### src/rtl/change_dispenser.sv
// Coin payout engine for the retro vending interface.
// Pays out a refund greedily (25, 10, 5 cents), skipping empty hoppers.
// Each coin gets one eject pulse followed by an idle gap. Any residue that
// cannot be paid is reported as the shortfall.
module change_dispenser #(
    parameter int AMOUNT_W     = 8,
    parameter int PULSE_CYCLES = 1,
    parameter int GAP_CYCLES   = 4
) (
    input  logic                clk,
    input  logic                reset,
    input  logic                start,
    input  logic [AMOUNT_W-1:0] amount,
    input  logic                empty_25,
    input  logic                empty_10,
    input  logic                empty_5,
    output logic                eject_25,
    output logic                eject_10,
    output logic                eject_5,
    output logic                busy,
    output logic                done,
    output logic [AMOUNT_W-1:0] shortfall
);

    typedef enum logic [2:0] {
        S_IDLE,
        S_SELECT,
        S_PULSE,
        S_GAP,
        S_DONE
    } state_t;

    // A single counter times both the pulse and the gap phases.
    localparam int CNT_MAX = (PULSE_CYCLES > GAP_CYCLES) ? PULSE_CYCLES : GAP_CYCLES;
    localparam int CNT_W   = (CNT_MAX > 1) ? $clog2(CNT_MAX) : 1;
    localparam logic [CNT_W-1:0] PULSE_LAST = CNT_W'(PULSE_CYCLES - 1);
    localparam logic [CNT_W-1:0] GAP_LAST   = CNT_W'((GAP_CYCLES > 0) ? GAP_CYCLES - 1 : 0);

    // Coin table, index 0 = 5c, 1 = 10c, 2 = 25c (higher index wins).
    localparam logic [AMOUNT_W-1:0] COIN_VAL [3] = '{AMOUNT_W'(5), AMOUNT_W'(10), AMOUNT_W'(25)};

    state_t              state_q, state_d;
    logic [CNT_W-1:0]    cnt_q, cnt_d;
    logic [2:0]          coin_q, coin_d;        // one-hot, same indexing as COIN_VAL
    logic [AMOUNT_W-1:0] remaining_q, remaining_d;
    logic [AMOUNT_W-1:0] shortfall_q, shortfall_d;

    logic [2:0]          empty_vec;
    logic [2:0]          avail;
    logic [AMOUNT_W-1:0] coin_value;

    assign empty_vec = {empty_25, empty_10, empty_5};

    // A denomination is eligible when its hopper has coins and it still fits.
    generate
        for (genvar gi = 0; gi < 3; gi++) begin : g_avail
            assign avail[gi] = !empty_vec[gi] && (remaining_q >= COIN_VAL[gi]);
        end
    endgenerate

    // Value of the coin currently being ejected.
    always_comb begin
        coin_value = '0;
        for (int i = 0; i < 3; i++) begin
            if (coin_q[i]) coin_value = COIN_VAL[i];
        end
    end

    // State, counter and amount registers with synchronous reset.
    always_ff @(posedge clk) begin
        if (reset) begin
            state_q     <= S_IDLE;
            cnt_q       <= '0;
            coin_q      <= '0;
            remaining_q <= '0;
            shortfall_q <= '0;
        end else begin
            state_q     <= state_d;
            cnt_q       <= cnt_d;
            coin_q      <= coin_d;
            remaining_q <= remaining_d;
            shortfall_q <= shortfall_d;
        end
    end

    // Next-state logic: greedy selection, pulse/gap pacing, completion.
    always_comb begin
        state_d     = state_q;
        cnt_d       = cnt_q;
        coin_d      = coin_q;
        remaining_d = remaining_q;
        shortfall_d = shortfall_q;
        case (state_q)
            S_IDLE: begin
                if (start) begin
                    remaining_d = amount;
                    shortfall_d = '0;
                    state_d     = S_SELECT;
                end
            end
            S_SELECT: begin
                cnt_d = '0;
                if (avail[2]) begin
                    coin_d  = 3'b100;
                    state_d = S_PULSE;
                end else if (avail[1]) begin
                    coin_d  = 3'b010;
                    state_d = S_PULSE;
                end else if (avail[0]) begin
                    coin_d  = 3'b001;
                    state_d = S_PULSE;
                end else begin
                    coin_d      = '0;
                    shortfall_d = remaining_q;
                    state_d     = S_DONE;
                end
            end
            S_PULSE: begin
                if (cnt_q == PULSE_LAST) begin
                    cnt_d       = '0;
                    remaining_d = remaining_q - coin_value;
                    state_d     = (GAP_CYCLES == 0) ? S_SELECT : S_GAP;
                end else begin
                    cnt_d = cnt_q + CNT_W'(1);
                end
            end
            S_GAP: begin
                if (cnt_q == GAP_LAST) begin
                    cnt_d   = '0;
                    state_d = S_SELECT;
                end else begin
                    cnt_d = cnt_q + CNT_W'(1);
                end
            end
            S_DONE: begin
                state_d = S_IDLE;
            end
            default: begin
                state_d = S_IDLE;
            end
        endcase
    end

    // Moore outputs decoded from registered state only.
    assign eject_25  = (state_q == S_PULSE) && coin_q[2];
    assign eject_10  = (state_q == S_PULSE) && coin_q[1];
    assign eject_5   = (state_q == S_PULSE) && coin_q[0];
    assign busy      = (state_q != S_IDLE);
    assign done      = (state_q == S_DONE);
    assign shortfall = shortfall_q;

endmodule

### config.mk
export PLATFORM = sky130hd
export DESIGN_NAME = change_dispenser
export DESIGN_NICKNAME = d
export VERILOG_FILES = /design/src/rtl/change_dispenser.sv
export SDC_FILE = /design/constraint.sdc
export NUM_CORES = 1
export LEC_CHECK = 0
export BUFFER_PORTS_ARGS = -buffer_cell sky130_fd_sc_hd__buf_4
export CAP_MARGIN = 40
export CORE_MARGIN = 4
export CORE_UTILIZATION = 59
export DETAILED_ROUTE_END_ITERATION = 6
export PLACE_DENSITY = 0.82
export SETUP_SLACK_MARGIN = 0.15
export SLEW_MARGIN = 25
export SYNTH_ARGS = -nofsm -noshare
export SYNTH_HDL_FRONTEND = slang
export SYNTH_SLANG_ARGS = --single-unit
export TNS_END_PERCENT = 100
### constraint.sdc
create_clock -name clk -period 2.9 [get_ports clk]
set_input_delay 0.145 -clock clk [delete_from_list [all_inputs] [get_ports clk]]
set_output_delay 0.145 -clock clk [all_outputs]
set_load 0.01 [all_outputs]
==> results.cfg, run 1 <==
[timing]
period_minus_slack_ns = 2.108
relSlewSlack_pct = 58.34
setup_slack_ns = 0.7916
worst_slew_pin_slew_ns = 0.6249
clock_skew_ns = 0.006438
hold_viol_final = 0
max_freq_mhz = 474.3
period_share_pct = 72.70
report.final.slew_viol_count = 0
setup_viol = 0
setup_tns_ns = 0
hold_ws_ns = 0.1044
rsz0062_at_grt = no

[power]
pwr-share-seq_pct = 42.6
power.net_switching_uw = 388.9
p_leak_nw = 0.7314
clkPwrFrac_pct = 14.2
vdd_drop_max_mv = 0.3501
swShare_pct = 39.14
power_density_nw_per_um2 = 570.8
combPwrFrac_pct = 43.1
p_int_uw = 604.6

[setup_path]
cp_max_fo = 4
path_common_cell = inv_1
path_class = flop to flop
cpMaxStageDelayCell = fa_1
cpPeakStageDelay_ns = 0.44
cp.arrival_ns = 2.36
crit_required_ns = 3.15
critPathLaunchType = flop
reg2reg_slack_ns = 0.79
crit_chain = inv_1 -> a21o_1 -> ha_1 -> inv_1 -> fa_1 -> a211oi_1 -> o21ai_0 -> o31ai_1 -> nand2_1 -> a21oi_1
end_kind = flop

[clock_tree]
numCtsBuffers = 3
cts_setup_buffers = 0
clockBufferDepth = 2
clk_pin_slew_ns = 0.13
cts_tree = yes
cts_sinks = 24
cts-resized-gates = 0
clock_latency_ns = 0.31
htreeDepth = 1
cts_root_buffer = clkbuf_4
cts_hold_buf = 0

[synthesis]
synth_fp_nets = 212
synth.yosys.seq_area_share_pct = 31.42
yosys.area.top_type = dfxtp_1
ys_types = 52
postSynth.asyncResetShare_pct = 0
synth_edf_count = 0
syn_avg_cell_area_sq_um = 8.090
ys_warn_count = 0
synth_cells = 189
synth_seq_cells = 24
netlist.area_leader.share_pct = 31.42
ys.flop_type = dfxtp_1
synth.cell_area_sq_um = 1529
synth.area.top_cells = dfxtp_1 31%, ha_1 6.5%, nand2_1 5.6%

[detailed_routing]
vias_per_cell = 6.100
drt_wl_total_um = 3513
final_antenna_net_count = 0
route.detailed.drc = 0
firstDrtPassIters = 4
drt_iter0_markers = 46
vias = 1458
wire_per_inst_um = 14.70

[grt]
grt_overflow_total = 0
antenna_found_initial = 0
grt_max_degree = 26
first_global_vias = 1327
globalRouteTotalUtil_pct = 21.22
grt_pass1_wl_um = 5768

[placed_design]
place_hpwl_um = 2652
port_buffers = 26
place_ws_ns = 0.8325
place_congestion = 0.9091

[cells_and_area]
fin_util_pct = 70.25
drive_gt1_share_pct = 17.70
final_nets = 234
final_cell_mix = 27 x buf_4, 24 x dfxtp_1, 23 x nand2_1, 14 x nor2_1, 10 x nor3_1
syn_to_final_growth_pct = 13.83
final_common_cell = buf_4
num_antenna_cells = 0

[worst_hold_path]
hold_path.class = input pin to flop

[die]
die-area_sq_um = 3470
rows = 18
io_pins = 27
die_width_um = 58.91
die_h_um = 58.91
floorplan.initialDensity_pct = 61.72
coreArea_sq_um = 2477

[outcome]
outcome = finished clean

[flow_run]
cap_viol_max_count = 0
==> power groups by stage <==
stage | clock (mW) | sequential [mW] | combinational [mW]
6_report | 0.142 | 0.423 | 0.429
5_1_grt | 0.158 | 0.431 | 0.478
4_1_cts | 0.146 | 0.422 | 0.425
3_5_place_dp | 0 | 0.429 | 0.422
3_3_place_gp | 0 | 0.427 | 0.405
2_1_floorplan | 0 | 0.405 | 0.343
==> state kept, by name (all words and copies together) (netlist names) <==
name / count
remaining_q: 8
shortfall: 8
coin_q: 3
state_q: 3
cnt_q: 2
==> synthesized netlist by cell type, types with 2 or more instances <==
master    number
nand2_1       23
clkbuf_1       6
o21ai_0        9
dfxtp_1       24
mux2i_1        8
or3_1          3
nand3_1        3
a21o_1         3
and2_1         2
nor4_1         2
a211o_1        2
nand2b_1       7
o21a_1         2
a211oi_1       9
ha_1           8
nor2b_1        4
inv_1          8
nor3_1        10
a21oi_1        8
nor2_1        14
o31a_1         2
o211ai_1       2
==> cells by family after synthesis <==
group | synth area share (%)
multiplexers | 5.974
AND/OR/NAND/NOR | 26.51
XOR/XNOR | 0.5729
AO/OA/AOI/OAI | 22.34
flip-flops | 31.42
adder cells (fa/ha/maj) | 7.856
buffers and inverters | 5.319
==> routing by layer <==
layer,share of wire (%),global-route usage [%]
met1,46,26.78
met2,48,35.80
met3,4.9,3.947
met4,1.0,7.767
met5,0,0
==> path summary, 6_finish.rpt <==
path / endpoint / start / depth (start not counted)
hold / removal: remaining_q[1] / amount[1] / 3
setup / recovery: remaining_q[6] / coin_q[1] / 10
setup reg to reg: remaining_q[6] / coin_q[1] / 10
hold reg to reg: shortfall[0] / shortfall[0] / 2
==> layout make-up <==
type                       count  area, sq um
multi-input combinational    147        967.2
fill                         209        737.0
sequential                    24        480.5
timing repair buffer          27        202.7
tap                           30        37.54
inverter                       8        30.03
clock buffer                   3        22.52
==> through the flow <==
stage	instance area, sq um	std cells	power, mW
finish	1740	239	0.9934
CTS	1740	239	0.9930
global placement	1718	236	0.8318
floorplan	1529	189	0.7474
detailed placement	1718	236	0.8514
global route	1740	239	1.067
==> critical path, delay by kind of cell (launching register included) <==
| kind | cells | cell delay (ns) |
|---|---|---|
| buffers and inverters | 2 | 0.14 |
| AND/OR/NAND/NOR | 1 | 0.08 |
| AO/OA/AOI/OAI | 5 | 0.89 |
| flip-flops | 1 | 0.35 |
| adder cells (fa/ha/maj) | 2 | 0.59 |
Power figures use the tool's default switching activity.
==> run 2, diff against run 1 <==
--- a/config.mk
+++ b/config.mk
@@ -8,9 +8,9 @@
 export BUFFER_PORTS_ARGS = -buffer_cell sky130_fd_sc_hd__buf_4
 export CAP_MARGIN = 40
 export CORE_MARGIN = 4
-export CORE_UTILIZATION = 59
+export CORE_UTILIZATION = 55
 export DETAILED_ROUTE_END_ITERATION = 6
-export PLACE_DENSITY = 0.82
+export PLACE_DENSITY = 0.77
 export SETUP_SLACK_MARGIN = 0.15
 export SLEW_MARGIN = 25
 export SYNTH_ARGS = -nofsm -noshare
==> constraint.sdc (replaced) <==
create_clock -name clk -period 2.15 [get_ports clk]
set_input_delay 0.1075 -clock clk [delete_from_list [all_inputs] [get_ports clk]]
set_output_delay 0.1075 -clock clk [all_outputs]
set_load 0.01 [all_outputs]
==> run 2 against run 1 <==
Net effect:
- fmax increased by 7.7%
- non-clock buffer count increased by 6
- first-iteration DRC count increased by 78%
- worst hold slack got worse by 0.055 ns
- sequential power increased by 35%
- utilization increased by 0.95 points
- combinational power increased by 49%
- critical endpoint unchanged
- highest routed layer unchanged
==> results.cfg, run 2 (same netlist as run 1, synthesis figures left out) <==
[clock_tree]
cts_tree = yes
clockBufferDepth = 2
clk_pin_slew_ns = 0.13
cts_root_buffer = clkbuf_4
numCtsBuffers = 3
cts_hold_buf = 0
htreeDepth = 1
cts_sinks = 24
clock_latency_ns = 0.32

[die]
io_pins = 27
coreArea_sq_um = 2567
die_width_um = 60.73
die_h_um = 60.73
die-area_sq_um = 3688
rows = 18
floorplan.initialDensity_pct = 59.55

[grt]
antenna_found_initial = 0
grt_max_degree = 26
grt_overflow_total = 0
first_global_vias = 1374
grt_pass1_wl_um = 6072
globalRouteTotalUtil_pct = 21.96

[cells_and_area]
final_common_cell = buf_4
regArea_sq_um = 485.5
n_fill_cell = 211
final_cell_area_sq_um = 1828
syn_to_final_growth_pct = 19.56
drive_gt1_share_pct = 25.93
num_antenna_cells = 0
final_nets = 240
layout.cells.non_filler = 246
multiInputGateArea_sq_um = 991.0
final_cell_mix = 33 x buf_4, 23 x nand2_1, 20 x dfxtp_1, 14 x nor2_1, 10 x nor3_1

[timing]
report.final.slew_viol_count = 0
max_freq_mhz = 510.9
relSlewSlack_pct = 60.41
hold_viol_final = 0
period_share_pct = 91.04
period_minus_slack_ns = 1.957
rsz0062_at_grt = yes
worst_slew_pin_slew_ns = 0.5938
setup_viol = 0
clock_skew_ns = 0.005730
setup_tns_ns = 0

[power]
clkPwrFrac_pct = 16.6
pwr-share-seq_pct = 39.5
power_density_nw_per_um2 = 794.4
power_mw = 1.452
swShare_pct = 38.10
combPwrFrac_pct = 44.0
vdd_drop_max_mv = 0.5048
power.net_switching_uw = 553.3
p_int_uw = 898.8
p_leak_nw = 0.7681

[placed_design]
place_congestion = 0.8889
dp.cells = 239
place_hpwl_um = 2732
placed_area_sq_um = 1740
port_buffers = 26

[detailed_routing]
vias_per_cell = 5.939
final_antenna_net_count = 0
firstDrtPassIters = 4
route.detailed.drc = 0
drt_wl_total_um = 3677
drt_iter0_markers = 82
vias = 1461
wire_per_inst_um = 14.95

[setup_path]
cp.arrival_ns = 2.22
path_class = flop to flop
cp_max_fo = 4
critPathLaunchType = flop
end_kind = flop
crit_required_ns = 2.42

[flow_run]
cap_viol_max_count = 0

[outcome]
outcome = finished clean

[worst_hold_path]
hold_path.class = input pin to flop
==> run 2: cell types whose count changed in the layout (fill, tap and decap cells not counted), moves of 2 or more <==
cell,delta
inv_1,-3
ha_1,-2
ha_2,+2
dfxtp_1,-4
dfxtp_2,+4
inv_2,+3
buf_4,+6
==> run 2: worst paths after layout <==
check / slack [ns] / depth (start not counted) / start / to
setup / recovery: 0.19 / 10 / coin_q[1] / remaining_q[6]
setup reg to reg: 0.19 / 10 / coin_q[1] / remaining_q[6]
hold reg to reg: 0.47 / 2 / shortfall[4] / shortfall[4]
hold / removal: 0.05 / 3 / amount[5] / remaining_q[5]
==> run 2: per-stage QoR <==
stage / utilization [%] / hold slack, ns / worst slack [ns]
floorplan: - / 0.2520 / 0.1990
global placement: 67.79 / 0.3899 / 0.1527
detailed placement: 67.79 / 0.3957 / 0.07400
CTS: 69.49 / 0.05316 / 0.1824
global route: 71.20 / 0.04009 / 0.08224
finish: 71.20 / 0.04929 / 0.1926
==> run 2: layout make-up <==
type | instances | area share, %
repair buffers | 33 | 13.55
well taps | 30 | 2.053
multi-input cells | 147 | 54.21
clock buffers | 4 | 1.985
inverters | 8 | 1.643
flip-flops and latches | 24 | 26.56
==> run 2: what timing repair did <==
action	4_1_cts	5_1_grt
endpoints found under the hold margin	0	0
setup endpoints to repair	1	4
pin swaps	0	7
setup buffers	0	3
gates resized for setup	2	12
==> run 2: power groups by stage <==
stage / Sequential [mW] / Combinational [mW] / Clock (mW)
after floorplan: 0.546 / 0.462 / 0
after global placement: 0.573 / 0.570 / 0
after detailed placement: 0.577 / 0.585 / 0
after CTS: 0.567 / 0.595 / 0.247
after global routing: 0.586 / 0.705 / 0.271
final: 0.573 / 0.638 / 0.241
==> run 2: worst max-delay path: stages (launching register included) <==
cell and delay (ns):
dfxtp_2 0.36, inv_2 0.05, a21o_1 0.10, ha_2 0.17, inv_2 0.04, fa_2 0.36
a211oi_4 0.29, o21ai_2 0.08, o31ai_1 0.24, nand2_1 0.08, a21oi_1 0.13
==> run 2: routing by layer <==
layer	up-vias	global-route usage [%]	routed length [um]
met4	0	8.050	20
met5	-	0	0
met2	59	36.34	1764
li1	728	-	-
met1	671	28.59	1623
met3	3	3.830	269
==> run 3, diff against run 2 <==
--- a/config.mk
+++ b/config.mk
@@ -10,6 +10,7 @@
 export CORE_MARGIN = 4
 export CORE_UTILIZATION = 55
 export DETAILED_ROUTE_END_ITERATION = 6
+export MAX_ROUTING_LAYER = met4
 export PLACE_DENSITY = 0.77
 export SETUP_SLACK_MARGIN = 0.15
 export SLEW_MARGIN = 25
==> run 3 against run 2 <==
Net effect:
- non-clock buffer count is 1 lower
- die area stayed put
- utilization is 0.39 points lower
- sequential power is 0.7% lower
- combinational power is 2% lower
- worst hold slack better by 0.0060 ns
- clock skew is 0.0029 ns higher
- sequential cell count stayed put
- final cell count is 0.41% lower
- critical endpoint unchanged
- largest power group unchanged
==> results.cfg, run 3 (same netlist as run 1, synthesis figures left out) <==
[power]
vdd_drop_max_mv = 0.6347
power_density_nw_per_um2 = 790.4
power.net_switching_uw = 552.6
swShare_pct = 38.46
combPwrFrac_pct = 43.6
pwr-share-seq_pct = 39.6
p_leak_nw = 0.7643
p_int_uw = 884.3
clkPwrFrac_pct = 16.7

[setup_path]
end_kind = flop
cp.arrival_ns = 2.30
crit_required_ns = 2.42
cpMaxStageDelayCell = dfxtp_4
path_common_cell = inv_2
cp_max_fo = 4
cpPeakStageDelay_ns = 0.38
path_class = flop to flop
critPathLaunchType = flop
crit_chain = inv_2 -> a21o_1 -> ha_2 -> inv_2 -> fa_2 -> a211oi_2 -> o21ai_1 -> o31ai_1 -> nand2_1 -> a21oi_1

[timing]
setup_tns_ns = 0
max_freq_mhz = 490.3
setup_viol = 0
rsz0062_at_grt = yes
worst_slew_pin_slew_ns = 0.5709
hold_viol_final = 0
clock_skew_ns = 0.008654
period_minus_slack_ns = 2.039
relSlewSlack_pct = 61.94
report.final.slew_viol_count = 0
period_share_pct = 94.86

[detailed_routing]
drt_wl_total_um = 3802
drt_iter0_markers = 84
vias_per_cell = 6.000
wire_per_inst_um = 15.52
route.detailed.drc = 0
vias = 1470
firstDrtPassIters = 4
final_antenna_net_count = 0

[cells_and_area]
drive_gt1_share_pct = 26.05
n_fill_cell = 222
syn_to_final_growth_pct = 18.90
fin_util_pct = 70.81
multiInputGateArea_sq_um = 982.2
final_common_cell = buf_4
final_cell_mix = 32 x buf_4, 23 x nand2_1, 19 x dfxtp_1, 13 x nor2_1, 10 x nor3_1
num_antenna_cells = 0
regArea_sq_um = 491.7
final_nets = 239

[grt]
antenna_found_initial = 0
first_global_vias = 1363
grt_max_degree = 26
grt_pass1_wl_um = 6237
globalRouteTotalUtil_pct = 23.40
grt_overflow_total = 0

[die]
floorplan.initialDensity_pct = 59.55
die-area_sq_um = 3688
die_width_um = 60.73
coreArea_sq_um = 2567
die_h_um = 60.73
rows = 18
io_pins = 27

[clock_tree]
htreeDepth = 1
cts_tree = yes
cts_root_buffer = clkbuf_4
clk_pin_slew_ns = 0.13
clock_latency_ns = 0.32
cts_hold_buf = 0
numCtsBuffers = 3
cts_sinks = 24
clockBufferDepth = 2

[placed_design]
place_hpwl_um = 2877
place_congestion = 0.8918
port_buffers = 26

[outcome]
outcome = finished clean

[flow_run]
cap_viol_max_count = 0

[worst_hold_path]
hold_path.class = input pin to flop
[run 3: changes by cell type in the layout (fill, tap and decap cells not counted)]
cell      delta
a211oi_2     +1
nor2_1       -1
dfxtp_2      -1
a211oi_4     -1
buf_4        -1
nor2_2       +1
o21ai_1      +1
dfxtp_4      +2
o21ai_2      -1
dfxtp_1      -1
[run 3: final cells by class]
| cell class | instances | area share (%) |
|---|---|---|
| Inverter | 8 | 1.652 |
| Sequential cell | 24 | 27.05 |
| Multi-Input combinational cell | 147 | 54.03 |
| Clock buffer | 4 | 1.996 |
| Tap cell | 30 | 2.065 |
| Timing Repair Buffer | 32 | 13.21 |
[run 3: stage by stage]
step	setup slack [ns]	hold slack, ns	instance area [sq um]	std cells	power, mW
CTS	0.1533	0.03828	1794	244	1.425
finish	0.1105	0.05534	1818	245	1.437
floorplan	0.1990	0.2520	1529	189	1.008
detailed placement	0.01048	0.3961	1748	240	1.175
global route	-0.01299	0.04109	1818	245	1.533
global placement	0.1456	0.3892	1748	240	1.144
[run 3: final timing paths]
path,startpoint,to,slack (ns),cells past startpoint
max reg2reg,coin_q[1],remaining_q[6],0.11,10
min,start,state_q[0],0.06,3
max,coin_q[1],remaining_q[6],0.11,10
min reg2reg,shortfall[2],shortfall[2],0.47,2
[run 3: timing repair]
| action | CTS | global route |
|---|---|---|
| endpoints found under the setup margin | 2 | 6 |
| gates resized for setup | 4 | 12 |
| pin swaps | 0 | 7 |
| setup buffers | 0 | 1 |
[run 3: power by group through the flow]
stage	Sequential (mW)	Clock [mW]	Combinational, mW
floorplan	0.546	0	0.462
global placement	0.568	0	0.576
detailed placement	0.571	0	0.604
CTS	0.562	0.252	0.611
global route	0.578	0.266	0.690
finish	0.569	0.241	0.627
[run 3: routing by layer]
layer  wire length, um  vias up  GRT usage [%]
met3               252        9          4.255
met4                53        0          8.050
met5                 0        -              -
met2              1779       47          37.10
met1              1716      682          29.87
li1                  -      732              -
[run 3: worst max-delay path: cells and delay by family, from the launching register on]
family,cells,cell delay [ns]
AND/OR/NAND/NOR,1,0.07
adder cells (fa/ha/maj),2,0.55
flip-flops,1,0.38
AO/OA/AOI/OAI,5,0.87
buffers and inverters,2,0.10
